**src/rtl/tap_period_meter_pkg.sv**
```systemverilog
// Shared types and constants for the tap period meter and its synchronizer.
// Holds the FSM state encoding and the legal synchronizer depth range.
package tap_meter_pkg;

   localparam int ST_W            = 2;
   localparam int SYNC_STAGES_MIN = 2;
   localparam int SYNC_STAGES_MAX = 4;

   typedef enum logic [ST_W-1:0] {
      ST_IDLE = 2'd0,
      ST_ARM  = 2'd1,
      ST_MEAS = 2'd2
   } state_t;

   function automatic logic sync_stages_legal(input int stages);
      return (stages >= SYNC_STAGES_MIN) && (stages <= SYNC_STAGES_MAX);
   endfunction

endpackage

```
**src/rtl/tap_period_meter_sync_rise_detect.sv**
```systemverilog
// Multi-flop synchronizer for an asynchronous tap plus rising-edge detector.
// rise is the unregistered detect (from flops only); rise_pulse is its registered copy.
module sync_rise_detect
   import tap_meter_pkg::*;
#(
   parameter int SYNC_STAGES = 2
) (
   input  logic clk,
   input  logic rst_n,
   input  logic async_in,
   output logic rise,
   output logic rise_pulse
);

   logic [SYNC_STAGES-1:0] sync_q;
   logic [SYNC_STAGES-1:0] sync_d;
   logic                   prev_q;
   logic                   prev_d;
   logic                   pulse_q;
   logic                   pulse_d;

   assign rise       = sync_q[SYNC_STAGES-1] & ~prev_q;
   assign rise_pulse = pulse_q;

   always_comb begin
      sync_d  = {sync_q[SYNC_STAGES-2:0], async_in};
      prev_d  = sync_q[SYNC_STAGES-1];
      pulse_d = rise;
   end

   always_ff @(posedge clk or negedge rst_n) begin
      if (!rst_n) begin
         sync_q  <= '0;
         prev_q  <= 1'b0;
         pulse_q <= 1'b0;
      end else begin
         sync_q  <= sync_d;
         prev_q  <= prev_d;
         pulse_q <= pulse_d;
      end
   end

   generate
      if (!sync_stages_legal(SYNC_STAGES)) begin : g_bad_stages
         $error("sync_rise_detect: SYNC_STAGES out of legal range");
      end
   endgenerate

endmodule

```
**src/rtl/tap_period_meter.sv**
```systemverilog
// Measures the period of an asynchronous divided-clock tap in CLK cycles,
// with a one-cycle valid strobe per measurement and a sticky stall flag.
module tap_period_meter
   import tap_meter_pkg::*;
#(
   parameter int SYNC_STAGES = 2,
   parameter int CNT_W       = 16,
   parameter int TIMEOUT_CYC = 1000
) (
   input  logic             CLK,
   input  logic             RST_N,
   input  logic             TAP_IN,
   input  logic             EN,
   output logic             EDGE_PULSE,
   output logic [CNT_W-1:0] PERIOD,
   output logic             PERIOD_VLD,
   output logic             TIMEOUT,
   output logic             BUSY
);

   localparam logic [CNT_W-1:0] TIMEOUT_VAL = CNT_W'(TIMEOUT_CYC);
   localparam logic [CNT_W-1:0] CNT_ONE     = CNT_W'(1);

   state_t             state_q;
   state_t             state_d;
   logic [CNT_W-1:0]   cnt_q;
   logic [CNT_W-1:0]   cnt_d;
   logic [CNT_W-1:0]   period_q;
   logic [CNT_W-1:0]   period_d;
   logic               vld_q;
   logic               vld_d;
   logic               timeout_q;
   logic               timeout_d;
   logic               busy_q;
   logic               busy_d;
   logic               tap_rise;

   sync_rise_detect #(
      .SYNC_STAGES(SYNC_STAGES)
   ) u_sync (
      .clk        (CLK),
      .rst_n      (RST_N),
      .async_in   (TAP_IN),
      .rise       (tap_rise),
      .rise_pulse (EDGE_PULSE)
   );

   always_comb begin
      state_d   = state_q;
      cnt_d     = cnt_q;
      period_d  = period_q;
      vld_d     = 1'b0;
      timeout_d = timeout_q;

      if (!EN) begin
         // Disable overrides everything, including a coincident edge.
         state_d   = ST_IDLE;
         cnt_d     = '0;
         timeout_d = 1'b0;
      end else begin
         case (state_q)
            ST_IDLE: begin
               cnt_d   = '0;
               state_d = ST_ARM;
            end
            ST_ARM: begin
               if (tap_rise) begin
                  cnt_d   = CNT_ONE;
                  state_d = ST_MEAS;
               end
            end
            ST_MEAS: begin
               // An edge on the timeout cycle still yields a measurement.
               if (tap_rise) begin
                  period_d  = cnt_q;
                  vld_d     = 1'b1;
                  timeout_d = 1'b0;
                  cnt_d     = CNT_ONE;
               end else if (cnt_q == TIMEOUT_VAL) begin
                  timeout_d = 1'b1;
                  cnt_d     = '0;
                  state_d   = ST_ARM;
               end else begin
                  cnt_d = cnt_q + CNT_ONE;
               end
            end
            default: begin
               state_d = ST_IDLE;
               cnt_d   = '0;
            end
         endcase
      end

      busy_d = (state_d != ST_IDLE);
   end

   always_ff @(posedge CLK or negedge RST_N) begin
      if (!RST_N) begin
         state_q   <= ST_IDLE;
         cnt_q     <= '0;
         period_q  <= '0;
         vld_q     <= 1'b0;
         timeout_q <= 1'b0;
         busy_q    <= 1'b0;
      end else begin
         state_q   <= state_d;
         cnt_q     <= cnt_d;
         period_q  <= period_d;
         vld_q     <= vld_d;
         timeout_q <= timeout_d;
         busy_q    <= busy_d;
      end
   end

   assign PERIOD     = period_q;
   assign PERIOD_VLD = vld_q;
   assign TIMEOUT    = timeout_q;
   assign BUSY       = busy_q;

   generate
      if (TIMEOUT_CYC < 2) begin : g_timeout_too_small
         $error("tap_period_meter: TIMEOUT_CYC must be at least 2");
      end
      if (longint'(TIMEOUT_CYC) >= (longint'(1) << CNT_W)) begin : g_timeout_too_big
         $error("tap_period_meter: TIMEOUT_CYC must fit in CNT_W bits");
      end
   endgenerate

endmodule

```
**config.mk**
```make
export PLATFORM = sky130hd
export DESIGN_NAME = tap_period_meter
export DESIGN_NICKNAME = d
export VERILOG_FILES = /design/src/rtl/tap_period_meter_pkg.sv /design/src/rtl/tap_period_meter_sync_rise_detect.sv /design/src/rtl/tap_period_meter.sv
export SDC_FILE = /design/constraint.sdc
export NUM_CORES = 1
export LEC_CHECK = 0
export BUFFER_PORTS_ARGS = -buffer_cell sky130_fd_sc_hd__buf_2
export CAP_MARGIN = 5
export CORE_ASPECT_RATIO = 0.5
export CORE_MARGIN = 3
export CORE_UTILIZATION = 50
export DETAILED_ROUTE_END_ITERATION = 16
export PLACE_DENSITY = 0.73
export SLEW_MARGIN = 20
export SYNTH_ARGS = -nofsm -noshare
export SYNTH_HDL_FRONTEND = slang
export SYNTH_SLANG_ARGS = --single-unit
```
**constraint.sdc**
```tcl
create_clock -name CLK -period 1.55 [get_ports CLK]
set_input_delay 0.31 -clock CLK [delete_from_list [all_inputs] [get_ports CLK]]
set_output_delay 0.31 -clock CLK [all_outputs]
set_load 0.005 [all_outputs]
```
After elaboration in Yosys (flattened, before gate mapping)
Cells that the tools add are included.
- bits in registers: 41
- input bits: 4
- output and inout port bits: 20
- word-level logic and storage cells: 39
- $add $sub $neg: 1
- equal/unequal tests: 6
- mux-type cells: 17
- bitwise operators: 2
- reductions and logical operators: 4
- operator list (cell ; count):
    16-bit two-way mux ; 4
    16-bit case mux with 2 select lines ; 1
    16-bit by 1-bit adder with 16-bit output, second input constant ; 1
    16-bit by 10-bit == test with 1-bit output, second input constant ; 1
    2-bit two-way mux ; 4
    1-bit two-way mux ; 7
    2-bit case mux with 3 select lines ; 1
    3-bit by 1-bit != test with 1-bit output, second input constant ; 1
    3-bit by 2-bit != test with 1-bit output, second input constant ; 1
    3-bit AND reduction ; 1
    2-bit by 1-bit == test with 1-bit output, second input constant ; 1
    2-bit == test, second input constant ; 1
    2-bit zero test ; 1
    2-bit by 1-bit != test with 1-bit output, second input constant ; 1
    2-bit AND reduction ; 1
    2-bit nonzero test ; 1
    1-bit bitwise AND ; 1
    1-bit inverter ; 1

Depth between registers and ports, before layout
- depth after elaboration: 6
- depth in mapped cells: 7
- gate-level depth less buffers: 6

Hierarchy
Synthesis repeated with hierarchy kept, for this count alone.
- cells, all modules: 201
- area, all modules: 2029.4 um^2
- modules (own cells, without submodules) (module ; instances ; cells each ; area each (um^2) ; seq. area each (um^2)):
    tap_period_meter ; 1 ; 196 ; 1915.6 ; 925.9
    sync_rise_detect ; 1 ; 5 ; 113.9 ; 100.1

Worst setup path before layout
No wires, ideal clock.
- path type: register -> register
- from: reg state_q[0]
- to: reg cnt_q[6]
- library setup time: 82 ps
- data arrival time: 1601 ps
- data required time: 1468 ps
- setup slack: -133 ps
- stages on the path, launching flop included: 8
- buffers on the path: 1
- clock period less this slack: 1683 ps
- path through: dfrtp_1 -> inv_1 -> ha_1 -> inv_2 -> nor4_4 -> buf_6 -> o211ai_1 -> a31oi_1
- word-level cells in the longest chain between the ends: 3
- elaborated cells between the ends (all ways): 5
- those cells by class: 3 x eq/ne; 2 x mux
- RTL lines (item ; RTL line ; text):
    from (decl) ; tap_period_meter.sv:24 ; state_t state_q;
    from (signal assigned) ; tap_period_meter.sv:106 ; state_q <= state_d;
    2-bit == test or 2-bit by 1-bit == test with 1-bit output (tied branches) ; tap_period_meter.sv:61 ; case (state_q)
    16-bit case mux with 2 select lines ; tap_period_meter.sv:61 ;
    16-bit two-way mux ; tap_period_meter.sv:55 ; if (!EN) begin
    to (signal assigned) ; tap_period_meter.sv:107 ; cnt_q <= cnt_d;
    to (decl) ; tap_period_meter.sv:26 ; logic [CNT_W-1:0] cnt_q;
Parallel ways exist; a longest one is shown, timed or not.
A chain may end at the register's enable or synchronous reset.

Worst setup path after layout
- from: reg state_q[0]
- to: reg cnt_q[12]
Same word-level chain as after synthesis.

==> out/metrics.cfg <==
[logic_synthesis]
synth_most_common_cell=dfrtp_1
postSynthCellCount=197
ys_ff_latch=41
synth_warnings=0
synth_cell_type_count=41
yosys-top-cells-count=dfrtp_1, a31oi_1, nand3_1
syn-num-nets=207
avgSynthCellArea_um2=10.8
async_reset_ff_share_pct=100
synth_edf_count=0
synth_top_area_share_pct=48.2
yosys.area.top_type=dfrtp_1
synth-main-ff-cell=dfrtp_1
syn-cell-area_um2=2130
synthTopCellsByArea=dfrtp_1, a31oi_1, mux2_2, ha_1, nand3_1
ys_seq_area_share_pct=48.2

[grt]
grt_overflow=0
grt_max_degree=42
grtUsageTotal_pct=30.7
grt_first_pass_wirelength_mm=11.7
grt_antenna_before_repair=0
grt_pass1_vias=2283

[die]
ios=24
dieArea_um2=5120
core-area_um2=4000
die_y_um=52.1
num_rows=16
start_util_pct=53.1
die_w_um=98.2

[worst_setup_path]
slowest_delay_ps=410
cpMostUsedCell=buf_4
path_cells=inv_2 > ha_4 > inv_4 > buf_4 > nor4_4 > buf_4 > clkbuf_16 > o211ai_1 > a31oi_1
crit_path_start_kind=flip-flop
cp-end-kind=flip-flop
worstPathRequired_ps=1770
slowest_stage=dfrtp_1
cp_max_fo=6
criticalPathCategory=reg2reg
worstPathArrival_ps=2080

[layout]
drive_gt1_share_pct=56.8
syn_to_final_growth_pct=62.9
fin_cells=350
multi_input_area_um2=1320
fin_nets=306
fillers=186
register_area_um2=1030
insertedDiodeCount=0

[timing]
relSlewSlack_pct=65.4
hold_viol_final=0
post-route-period-util_pct=120
slew_viol_final=0
fin_ws_ps=-312
min_period_ps=1860
rsz0062_at_grt=true
fmax_mhz=537
tightestPinTransition_ps=515
final-setup-viol-count=23
hold-worst-slack_ps=105
skew_ps=6.12

[routing]
ant_nets=0
drc_errors=0
avgRoutedWirePerCell_um=23.8
drtIter0Drc=212
wl_mm=8.33
detailedRoute.firstPassIterationCount=5
dr_total_vias=2325
viasPerCell=6.64

[pwr]
p_per_area_nw_per_um2=602
power.leakage_uw=0.00159
ir_drop_mv=0.563

[cts]
cts_tree=built
clk_latency_ps=300
cts_buffers=5
cts_max_path_buffers=2
clkTransAtPathRegs_ps=80
clock_sinks=41
ctsRootBufferMaster=clkbuf_8
cts_max_level=2

[placed_design]
numPortBuffers=23
hpwlAfterDp_mm=3.98
dp_cells=313
gp_congestion=0.891

[min_path]
hold_path.class=in2reg

[status]
violations=setup timing
status=finished with violations

[run]
drv_cap=0

flip-flops by register name (all words and copies together), names as in the netlist:
name               flops
BUSY                   1
PERIOD                16
PERIOD_VLD             1
TIMEOUT                1
cnt_q                 16
state_q                2
u_sync.prev_q          1
u_sync.rise_pulse      1
u_sync.sync_q          2
power by group:
group	total, µW	internal [µW]	switching, µW
clock network	744	354	390
registers	1090	1080	7.91
logic	254	114	140
total	2090	1550	537
cells in the final DEF, fill, tap and decap left out, types with 2 or more instances in the layout:
cell type	synthesis	layout
nor2_1	6	5
buf_16	0	2
nand2b_4	0	2
nor4_2	1	2
inv_1	10	6
buf_4	2	61
buf_6	2	5
nor3_1	5	2
a31oi_1	24	15
nand3b_1	2	2
and3_1	4	4
buf_12	0	5
nand2_1	11	10
o211ai_1	4	4
nand4_4	1	2
o22ai_2	0	2
clkbuf_16	0	4
ha_4	0	4
buf_2	5	23
a31oi_2	0	2
clkbuf_8	0	6
or4b_4	0	2
a21oi_2	1	3
inv_2	3	5
nor3_2	0	2
nand3_1	14	13
mux2_2	12	2
nand4_1	5	5
and4_1	4	4
mux2i_1	2	2
a21oi_1	4	2
nor4_4	2	2
mux2_4	0	10
dfrtp_1	41	41
o21ai_0	4	4
a31oi_4	0	7
logic make-up (layout without fill, tap and decap cells):
logic type	after synthesis	count (layout)	synth area share (%)
DFF	41	41	48.2
AOI/OAI and AO/OA	44	44	13.9
and+or+nand+nor	68	69	21.4
adders and majority gates	6	6	3.53
buffers and inverters	24	122	5.65
muxes	14	14	7.29
path summary, 6_finish.rpt:
kind | startpoint | slack [ps] | cells after the start | endpoint
setup reg to reg | state_q[0] | -310 | 9 | cnt_q[12]
setup / recovery | state_q[0] | -310 | 9 | cnt_q[12]
hold / removal | TAP_IN | 100 | 1 | u_sync.sync_q[0]
min in group asynchronous | RST_N | 510 | 3 | PERIOD[13]
max in group asynchronous | RST_N | 830 | 3 | PERIOD[0]
hold reg to reg | u_sync.sync_q[0] | 360 | 0 | u_sync.sync_q[1]
repair_timing:
item                                    4_1_cts  5_1_grt
hold buffers                                  1        0
endpoints found under the setup margin       20       32
setup buffers                                14       10
pin swaps                                    21       13
gates resized for setup                      35       32
cloned                                        4        3
hold endpoints to repair                     41        0
cell type report:
cell class                      count  share of cell area (%)
Clock buffer                        7                    2.49
Inverter                           13                    1.62
Multi-Input combinational cell    133                    38.1
Sequential cell                    41                    29.6
Tap cell                           54                    1.95
Timing Repair Buffer              102                    26.2
per-stage QoR:
step	total power, µW	worst slack (ps)	util (%)	setup TNS (ps)	instance area (µm²)
after floorplan	1190	-67.8	-	-637	2150
after global placement	1270	-170	67.1	-2350	2690
after detailed placement	1280	-283	67.1	-4290	2690
after CTS	2030	-149	78.7	-1840	3150
after global routing	2170	-393	86.6	-5600	3470
final	2090	-312	86.6	-4080	3470
critical path, delay by kind of cell (launching register included):
family	cells	cell delay, ps
buf+inv	5	670
flops	1	410
simple gates	1	240
compound gates	2	280
fa+ha+maj	1	170
metal layers:
layer	share of wire, %	vias up	GRT usage, %	wire length (µm)
li1	-	946	-	-
met4	4.8	0	20.6	403
met3	9.3	53	8.57	778
met1	39	1123	37.5	3250
met5	0	-	0	0
met2	47	203	48.3	3900
Power figures use the tool's default switching activity.
